[src/rtl/ctrl_frame_gen_if.sv]
// ctrl_bus: start/valid/stop framing lines between the frame generator
// (master) and its consumer such as ctrl_mac (slave).
//   start : one-cycle frame header, never together with valid
//   valid : one data beat per cycle while high
//   stop  : marks the last beat of a frame, always together with valid
interface ctrl_bus;
    logic start;
    logic valid;
    logic stop;

    modport master (output start, output valid, output stop);
    modport slave  (input  start, input  valid, input  stop);
endinterface

[src/rtl/ctrl_frame_gen.sv]
// ctrl_frame_gen: transmitter side of the ctrl_bus framing protocol.
// On an accepted req it emits out_size frames, each made of one start cycle
// followed by in_size valid beats (stop on the last beat), with GAP idle
// cycles between frames. Input/weight read addresses accompany every beat.
// Ports:
//   clk, xrst            clock (rising edge), asynchronous active-low reset
//   req                  start a layer, sampled only while idle
//   in_size, out_size    beats per frame (N) and frames per layer (M)
//   hold                 stall beat issue while high
//   ack                  high while idle
//   out_ctrl             ctrl_bus master (start/valid/stop)
//   in_addr              input address of the current beat, 0..N-1
//   w_addr               weight address, continuous across frames
//   frame_idx            index of the current frame
//   done                 one-cycle pulse after the last frame
// Every output is a register; hold/req take effect on the following cycle.
module ctrl_frame_gen #(
    parameter int SIZEW  = 16,
    parameter int WADDRW = 20,
    parameter int GAP    = 2
) (
    input  logic              clk,
    input  logic              xrst,
    input  logic              req,
    input  logic [SIZEW-1:0]  in_size,
    input  logic [SIZEW-1:0]  out_size,
    input  logic              hold,
    output logic              ack,
    ctrl_bus.master           out_ctrl,
    output logic [SIZEW-1:0]  in_addr,
    output logic [WADDRW-1:0] w_addr,
    output logic [SIZEW-1:0]  frame_idx,
    output logic              done
);

    typedef enum logic [2:0] {
        ST_IDLE  = 3'd0,
        ST_START = 3'd1,
        ST_BODY  = 3'd2,
        ST_GAP   = 3'd3,
        ST_FIN   = 3'd4
    } state_t;

    localparam logic [SIZEW-1:0]  ONE_S = SIZEW'(1);
    localparam logic [WADDRW-1:0] ONE_W = WADDRW'(1);
    localparam logic [15:0]       GAP_L = 16'(GAP);

    state_t             state_r, state_s;
    logic [SIZEW-1:0]   n_r, n_s, m_r, m_s;
    logic [SIZEW-1:0]   beat_r, beat_s;       // beats issued in the current frame
    logic [15:0]        gap_r, gap_s;         // gap cycles shown so far
    logic [SIZEW-1:0]   frame_r, frame_s;
    logic [SIZEW-1:0]   in_addr_r, in_addr_s;
    logic [WADDRW-1:0]  w_addr_r, w_addr_s;
    logic [WADDRW-1:0]  w_next_r, w_next_s;   // weight address of the next beat
    logic               start_r, start_s, valid_r, valid_s, stop_r, stop_s;
    logic               done_r, done_s, ack_r, ack_s;
    logic [SIZEW-1:0]   beat_inc_s, frame_inc_s;

    assign beat_inc_s  = beat_r + ONE_S;
    assign frame_inc_s = frame_r + ONE_S;

    // State and output registers; reset drops all framing lines immediately.
    always_ff @(posedge clk or negedge xrst) begin
        if (!xrst) begin
            state_r   <= ST_IDLE;
            n_r       <= '0;
            m_r       <= '0;
            beat_r    <= '0;
            gap_r     <= 16'd0;
            frame_r   <= '0;
            in_addr_r <= '0;
            w_addr_r  <= '0;
            w_next_r  <= '0;
            start_r   <= 1'b0;
            valid_r   <= 1'b0;
            stop_r    <= 1'b0;
            done_r    <= 1'b0;
            ack_r     <= 1'b1;
        end else begin
            state_r   <= state_s;
            n_r       <= n_s;
            m_r       <= m_s;
            beat_r    <= beat_s;
            gap_r     <= gap_s;
            frame_r   <= frame_s;
            in_addr_r <= in_addr_s;
            w_addr_r  <= w_addr_s;
            w_next_r  <= w_next_s;
            start_r   <= start_s;
            valid_r   <= valid_s;
            stop_r    <= stop_s;
            done_r    <= done_s;
            ack_r     <= ack_s;
        end
    end

    // Next state plus the output values to be shown during the next cycle.
    always_comb begin
        state_s   = state_r;
        n_s       = n_r;
        m_s       = m_r;
        beat_s    = beat_r;
        gap_s     = gap_r;
        frame_s   = frame_r;
        in_addr_s = in_addr_r;
        w_addr_s  = w_addr_r;
        w_next_s  = w_next_r;
        start_s   = 1'b0;
        valid_s   = 1'b0;
        stop_s    = 1'b0;
        done_s    = 1'b0;
        ack_s     = 1'b0;
        case (state_r)
            ST_IDLE: begin
                if (req) begin
                    n_s       = in_size;
                    m_s       = out_size;
                    beat_s    = '0;
                    frame_s   = '0;
                    in_addr_s = '0;
                    w_addr_s  = '0;
                    w_next_s  = '0;
                    if ((in_size != '0) && (out_size != '0)) begin
                        state_s = ST_START;
                        start_s = 1'b1;
                    end else begin
                        state_s = ST_FIN;
                        done_s  = 1'b1;
                    end
                end else begin
                    ack_s = 1'b1;
                end
            end
            ST_START: begin
                // First beat always follows the start cycle; hold is not looked at here.
                state_s   = ST_BODY;
                valid_s   = 1'b1;
                stop_s    = (beat_inc_s == n_r);
                in_addr_s = beat_r;
                w_addr_s  = w_next_r;
                w_next_s  = w_next_r + ONE_W;
                beat_s    = beat_inc_s;
            end
            ST_BODY: begin
                if (beat_r == n_r) begin
                    // Last beat has just been shown: close the frame.
                    if (frame_inc_s == m_r) begin
                        state_s = ST_FIN;
                        done_s  = 1'b1;
                    end else if (GAP_L == 16'd0) begin
                        state_s   = ST_START;
                        start_s   = 1'b1;
                        frame_s   = frame_inc_s;
                        in_addr_s = '0;
                        beat_s    = '0;
                    end else begin
                        state_s = ST_GAP;
                        gap_s   = 16'd1;
                    end
                end else if (hold) begin
                    state_s = ST_BODY;
                end else begin
                    valid_s   = 1'b1;
                    stop_s    = (beat_inc_s == n_r);
                    in_addr_s = beat_r;
                    w_addr_s  = w_next_r;
                    w_next_s  = w_next_r + ONE_W;
                    beat_s    = beat_inc_s;
                end
            end
            ST_GAP: begin
                if (gap_r >= GAP_L) begin
                    state_s   = ST_START;
                    start_s   = 1'b1;
                    frame_s   = frame_inc_s;
                    in_addr_s = '0;
                    beat_s    = '0;
                end else begin
                    gap_s = gap_r + 16'd1;
                end
            end
            ST_FIN: begin
                state_s = ST_IDLE;
                ack_s   = 1'b1;
            end
            default: begin
                state_s = ST_IDLE;
                ack_s   = 1'b1;
            end
        endcase
    end

    assign out_ctrl.start = start_r;
    assign out_ctrl.valid = valid_r;
    assign out_ctrl.stop  = stop_r;
    assign ack            = ack_r;
    assign in_addr        = in_addr_r;
    assign w_addr         = w_addr_r;
    assign frame_idx      = frame_r;
    assign done           = done_r;

endmodule

[src/flat_wrapper.sv]
// flat-port wrapper written by rule: the top's interface ports become plain ports
module ctrl_frame_gen_flat 
#(
    parameter int SIZEW  = 16,
    parameter int WADDRW = 20,
    parameter int GAP    = 2
)
  (clk, xrst, req, in_size, out_size, hold, ack, in_addr, w_addr, frame_idx, done, out_ctrl_start, out_ctrl_valid, out_ctrl_stop);
  ctrl_bus out_ctrl_i ();
  input  logic clk;
  input  logic xrst;
  input  logic req;
  input  logic [SIZEW-1:0] in_size;
  input  logic [SIZEW-1:0] out_size;
  input  logic hold;
  output logic ack;
  output logic [SIZEW-1:0] in_addr;
  output logic [WADDRW-1:0] w_addr;
  output logic [SIZEW-1:0] frame_idx;
  output logic done;
  output wire logic [$bits(out_ctrl_i.start)-1:0] out_ctrl_start;
  output wire logic [$bits(out_ctrl_i.valid)-1:0] out_ctrl_valid;
  output wire logic [$bits(out_ctrl_i.stop)-1:0] out_ctrl_stop;
  assign out_ctrl_start = out_ctrl_i.start;
  assign out_ctrl_valid = out_ctrl_i.valid;
  assign out_ctrl_stop = out_ctrl_i.stop;
  ctrl_frame_gen #(.SIZEW(SIZEW), .WADDRW(WADDRW), .GAP(GAP)) u_core (.clk(clk), .xrst(xrst), .req(req), .in_size(in_size), .out_size(out_size), .hold(hold), .ack(ack), .out_ctrl(out_ctrl_i), .in_addr(in_addr), .w_addr(w_addr), .frame_idx(frame_idx), .done(done));
endmodule
[config.mk]
export PLATFORM = sky130hd
export DESIGN_NAME = ctrl_frame_gen_flat
export DESIGN_NICKNAME = d
export VERILOG_FILES = /design/src/rtl/ctrl_frame_gen_if.sv /design/src/rtl/ctrl_frame_gen.sv /design/src/flat_wrapper.sv
export SDC_FILE = /design/constraint.sdc
export NUM_CORES = 1
export LEC_CHECK = 0
export BUFFER_PORTS_ARGS = -buffer_cell sky130_fd_sc_hd__buf_2
export CAP_MARGIN = 10
export CORE_ASPECT_RATIO = 1.4
export CORE_MARGIN = 2
export CORE_UTILIZATION = 55
export CTS_CLUSTER_DIAMETER = 150
export DETAILED_ROUTE_END_ITERATION = 10
export GPL_TIMING_DRIVEN = 0
export PLACE_DENSITY = 0.76
export SLEW_MARGIN = 20
export SYNTH_ARGS = -nofsm -noshare
export SYNTH_HDL_FRONTEND = slang
export SYNTH_SLANG_ARGS = --single-unit
export TNS_END_PERCENT = 10
[constraint.sdc]
create_clock -name clk -period 3.1 [get_ports clk]
set_clock_uncertainty 0.15 [all_clocks]
set_input_delay 0.155 -clock clk [delete_from_list [all_inputs] [get_ports clk]]
set_output_delay 0.155 -clock clk [all_outputs]
set_load 0.01 [all_outputs]
==> impl_results.md <==
* Status: complete, no violations
* DRT Pass-1 Iters at 6
* Cts bufs inserted at 17
* Cells taking the most area after synthesis: dfrtp_1 48%, nand2_1 7.5%, a22o_1 4.1%
* Reg clk slew, reported paths at 0.07 ns
* Setup WS pre-CTS at 0.0352 ns
* Mean Syn Cell Area at 9.49 µm²
* Ratio of final minimum period to clock period at 0.967
* Synth area leader: dfrtp_1
* Async set-reset flop share out of synthesis at 1.00
* Placer Congestion at 0.944
* Arrival time worst endpoint at 3.17 ns
* TritonCTS clock tree: yes
* Die W at 102 µm
* Reg2Reg Depth at 9
* Slowest CP cell: dfrtp_1
* VDD IR max at 0.412 mV
* Final critical-path required period at 3.00 ns
* Startpoint types: flip-flop
* Core Util, Final at 0.689
* Site row count at 50
* Most used DFF post-synth: dfrtp_1
* Max Fclk at 333 MHz
* DIE AREA at 14500 µm²
* Total track usage at 0.302
* Initial Utilization at 0.560
* P per Cell Area at 776 nW/µm²
* Max Fanout on Critical Path at 10
* Netlist cell types at 65
* Reg2reg start: u_core.frame_idx[1]
* PortBufs at 92
* Total number of vias at 6867
* Core Box Area at 13300 µm²
* Clock buffer depth at 2
* EDFF count, synth at 0
* Worst hold slack at 0.0354 ns
* Required time worst endpoint at 3.27 ns
* Min-Delay Path Depth at 4
* Synthesized area at 7430 µm²
* Congestion Overflow GR at 0
* Crit-path max cell delay at 0.48 ns
* Skew-Pair Late Insertion Delay at 0.42 ns
* Wirelength, routed at 20900 µm
* Area Growth Syn to Fin at 23.0%
* Post-route antenna net violation count at 0
* Starting DRT DRC Count at 539
* Post-synth top area share at 0.482
* Drt wl/cell at 18.6 µm
* Worst hold start: hold
* RSZ-0062 raised after global routing: true
* Die height at 142 µm
* R2r setup slk at 0.10 ns
* Worst Setup End Kind: flip-flop
* R2r endpoint: u_core.gap_r[0]
* Total power at 7090 µW
* Final Hold Fails at 0
* DP HPWL at 14500 µm
* Via-to-Cell Ratio at 6.11
* Hold path endpoint: u_core.state_r[0]
* Post-Syn Nets at 824
* Htree depth at 4
* Synthesized instance count at 783
* Setup violators final at 0
* Global-route wire length before repair at 33900 µm
* Max-cap violations at 0
* Slew Viols, Final at 0
* Top-count cell post-synth: nand2_1
* Ports at 93
* Sequential share of the synthesized area at 0.485
* Number of global-route vias before repair at 6890
* Num Clock Sinks at 144
* Top cells by count, synth: 149 x nand2_1, 143 x dfrtp_1, 44 x o21ai_0, 35 x a22o_1, 31 x a21oi_1
* Worst-Margin Slew at 0.804 ns
* Root Buffer: clkbuf_16
* Largest net degree at the start of global routing at 81
* FF+latch count, synth at 144
* Share of cells above drive strength 1 at 0.179
* Initial antenna violation count at 1
* Static Leak at 0.00445 µW
* Ys Warns at 0
* CP Cell Sequence: ha_1 > clkbuf_2 > nand4_1 > nor4_4 > xnor2_1 > o211a_1 > a41oi_4 > buf_6 > o21a_1
* Post-layout worst setup margin at 0.101 ns
* Setup_tns at 0 ns
* Max_slew headroom at 0.464
* DRC viols at 0
* Final #Nets at 969
* Filler cell count at 1063
* Worst min path class: input pin to flip-flop
* Crit Path Class: flip-flop to flip-flop
-- flip-flops by register name, indices dropped and copies added, names as in the netlist, 3 cells and up --
name              cells
u_core.gap_r         16
u_core.frame_idx     16
u_core.w_next_r      20
u_core.state_r        3
u_core.beat_r        16
u_core.in_addr       16
u_core.m_r           16
u_core.n_r           16
u_core.w_addr        20
-- power breakdown --
part	leakage [µW]	switching, µW	total, µW	internal, µW
clock	0.000296	852	2130	1280
sequential	0.00190	557	2930	2370
combinational	0.00225	1110	2030	924
-- placed cells by master, fill, tap and decap left out, types with 4 or more instances in the layout --
cell	count
mux2i_1	17
clkbuf_2	4
and2_1	6
ha_1	5
a21oi_1	29
nor2b_1	10
and2b_1	5
xor2_1	21
dlygate4sd3_1	34
buf_2	109
and3_1	9
nand2b_1	12
clkbuf_1	22
nand4_1	23
a22o_1	35
o31ai_1	5
nand3_1	20
nand2_1	148
and4_1	9
nor3_1	12
nor2_1	26
dfrtp_1	142
or4_1	7
xnor2_1	26
o21a_1	7
nor4_1	19
o21ai_0	44
a31oi_1	12
clkbuf_16	17
inv_1	16
inv_6	5
or3_1	14
-- metal layers --
metal,up-vias,track usage,part of all wire
li1,3106,-,-
met1,3343,0.355,0.38
met2,323,0.506,0.51
met3,95,0.0635,0.060
met4,0,0.170,0.052
met5,-,0,0
-- worst max-delay path: cells and delay by family (launching register included) --
kind	cells	cell delay (ns)
buf+inv	2	0.38
fa+ha+maj	1	0.19
compound gates	3	0.69
simple gates	2	0.79
flops	1	0.48
xor+xnor	1	0.21
-- repair_timing --
action	4_1_cts	5_1_grt
hold endpoints to repair	124	0
endpoints found under the setup margin	0	58
resized for setup	0	12
hold buffers	34	0
buffers inserted	0	0
-- layout make-up --
class	instances	area [µm²]	area share
Antenna cell	1	2.50	0.000274
Buffer	49	226	0.0248
Clock buffer	18	429	0.0470
Clock inverter	14	178	0.0194
Inverter	16	60.1	0.00657
Multi-Input combinational cell	573	3570	0.391
Sequential cell	144	3610	0.395
Tap cell	182	228	0.0249
Timing Repair Buffer	127	838	0.0917
-- worst max path at each step --
stage / from / to / slack, ns / depth (start not counted)
after floorplan: u_core.frame_idx[0] / u_core.gap_r[0] / 0.48 / 9
after global placement: xrst / u_core.gap_r[11] / -0.16 / 1
after detailed placement: u_core.frame_idx[0] / u_core.gap_r[0] / 0.04 / 9
after CTS: u_core.frame_idx[0] / u_core.gap_r[0] / 0.02 / 9
after global routing: u_core.state_r[0] / u_core.out_ctrl.stop / -0.07 / 9
final: u_core.frame_idx[1] / u_core.gap_r[0] / 0.10 / 9
-- cells by family (layout without fill, tap and decap cells) --
logic type | count (synthesis) | after routing | synth area share
buffers and inverters | 66 | 224 | 0.0387
adders and majority gates | 5 | 5 | 0.00842
xor gates and xnor gates | 47 | 47 | 0.0554
DFF | 144 | 144 | 0.485
and+or+nand+nor | 335 | 335 | 0.229
AOI/OAI and AO/OA | 168 | 168 | 0.159
muxes | 18 | 18 | 0.0244
other | 0 | 1 | 0
-- metrics by stage --
stage          cell area [µm²]  cells
2_1_floorplan             7430    783
3_5_place_dp              8150   1058
6_report                  9140   1124
5_1_grt                   9140   1124
4_1_cts                   9100   1124
3_3_place_gp              8120   1057
Power figures use the tool's default switching activity.
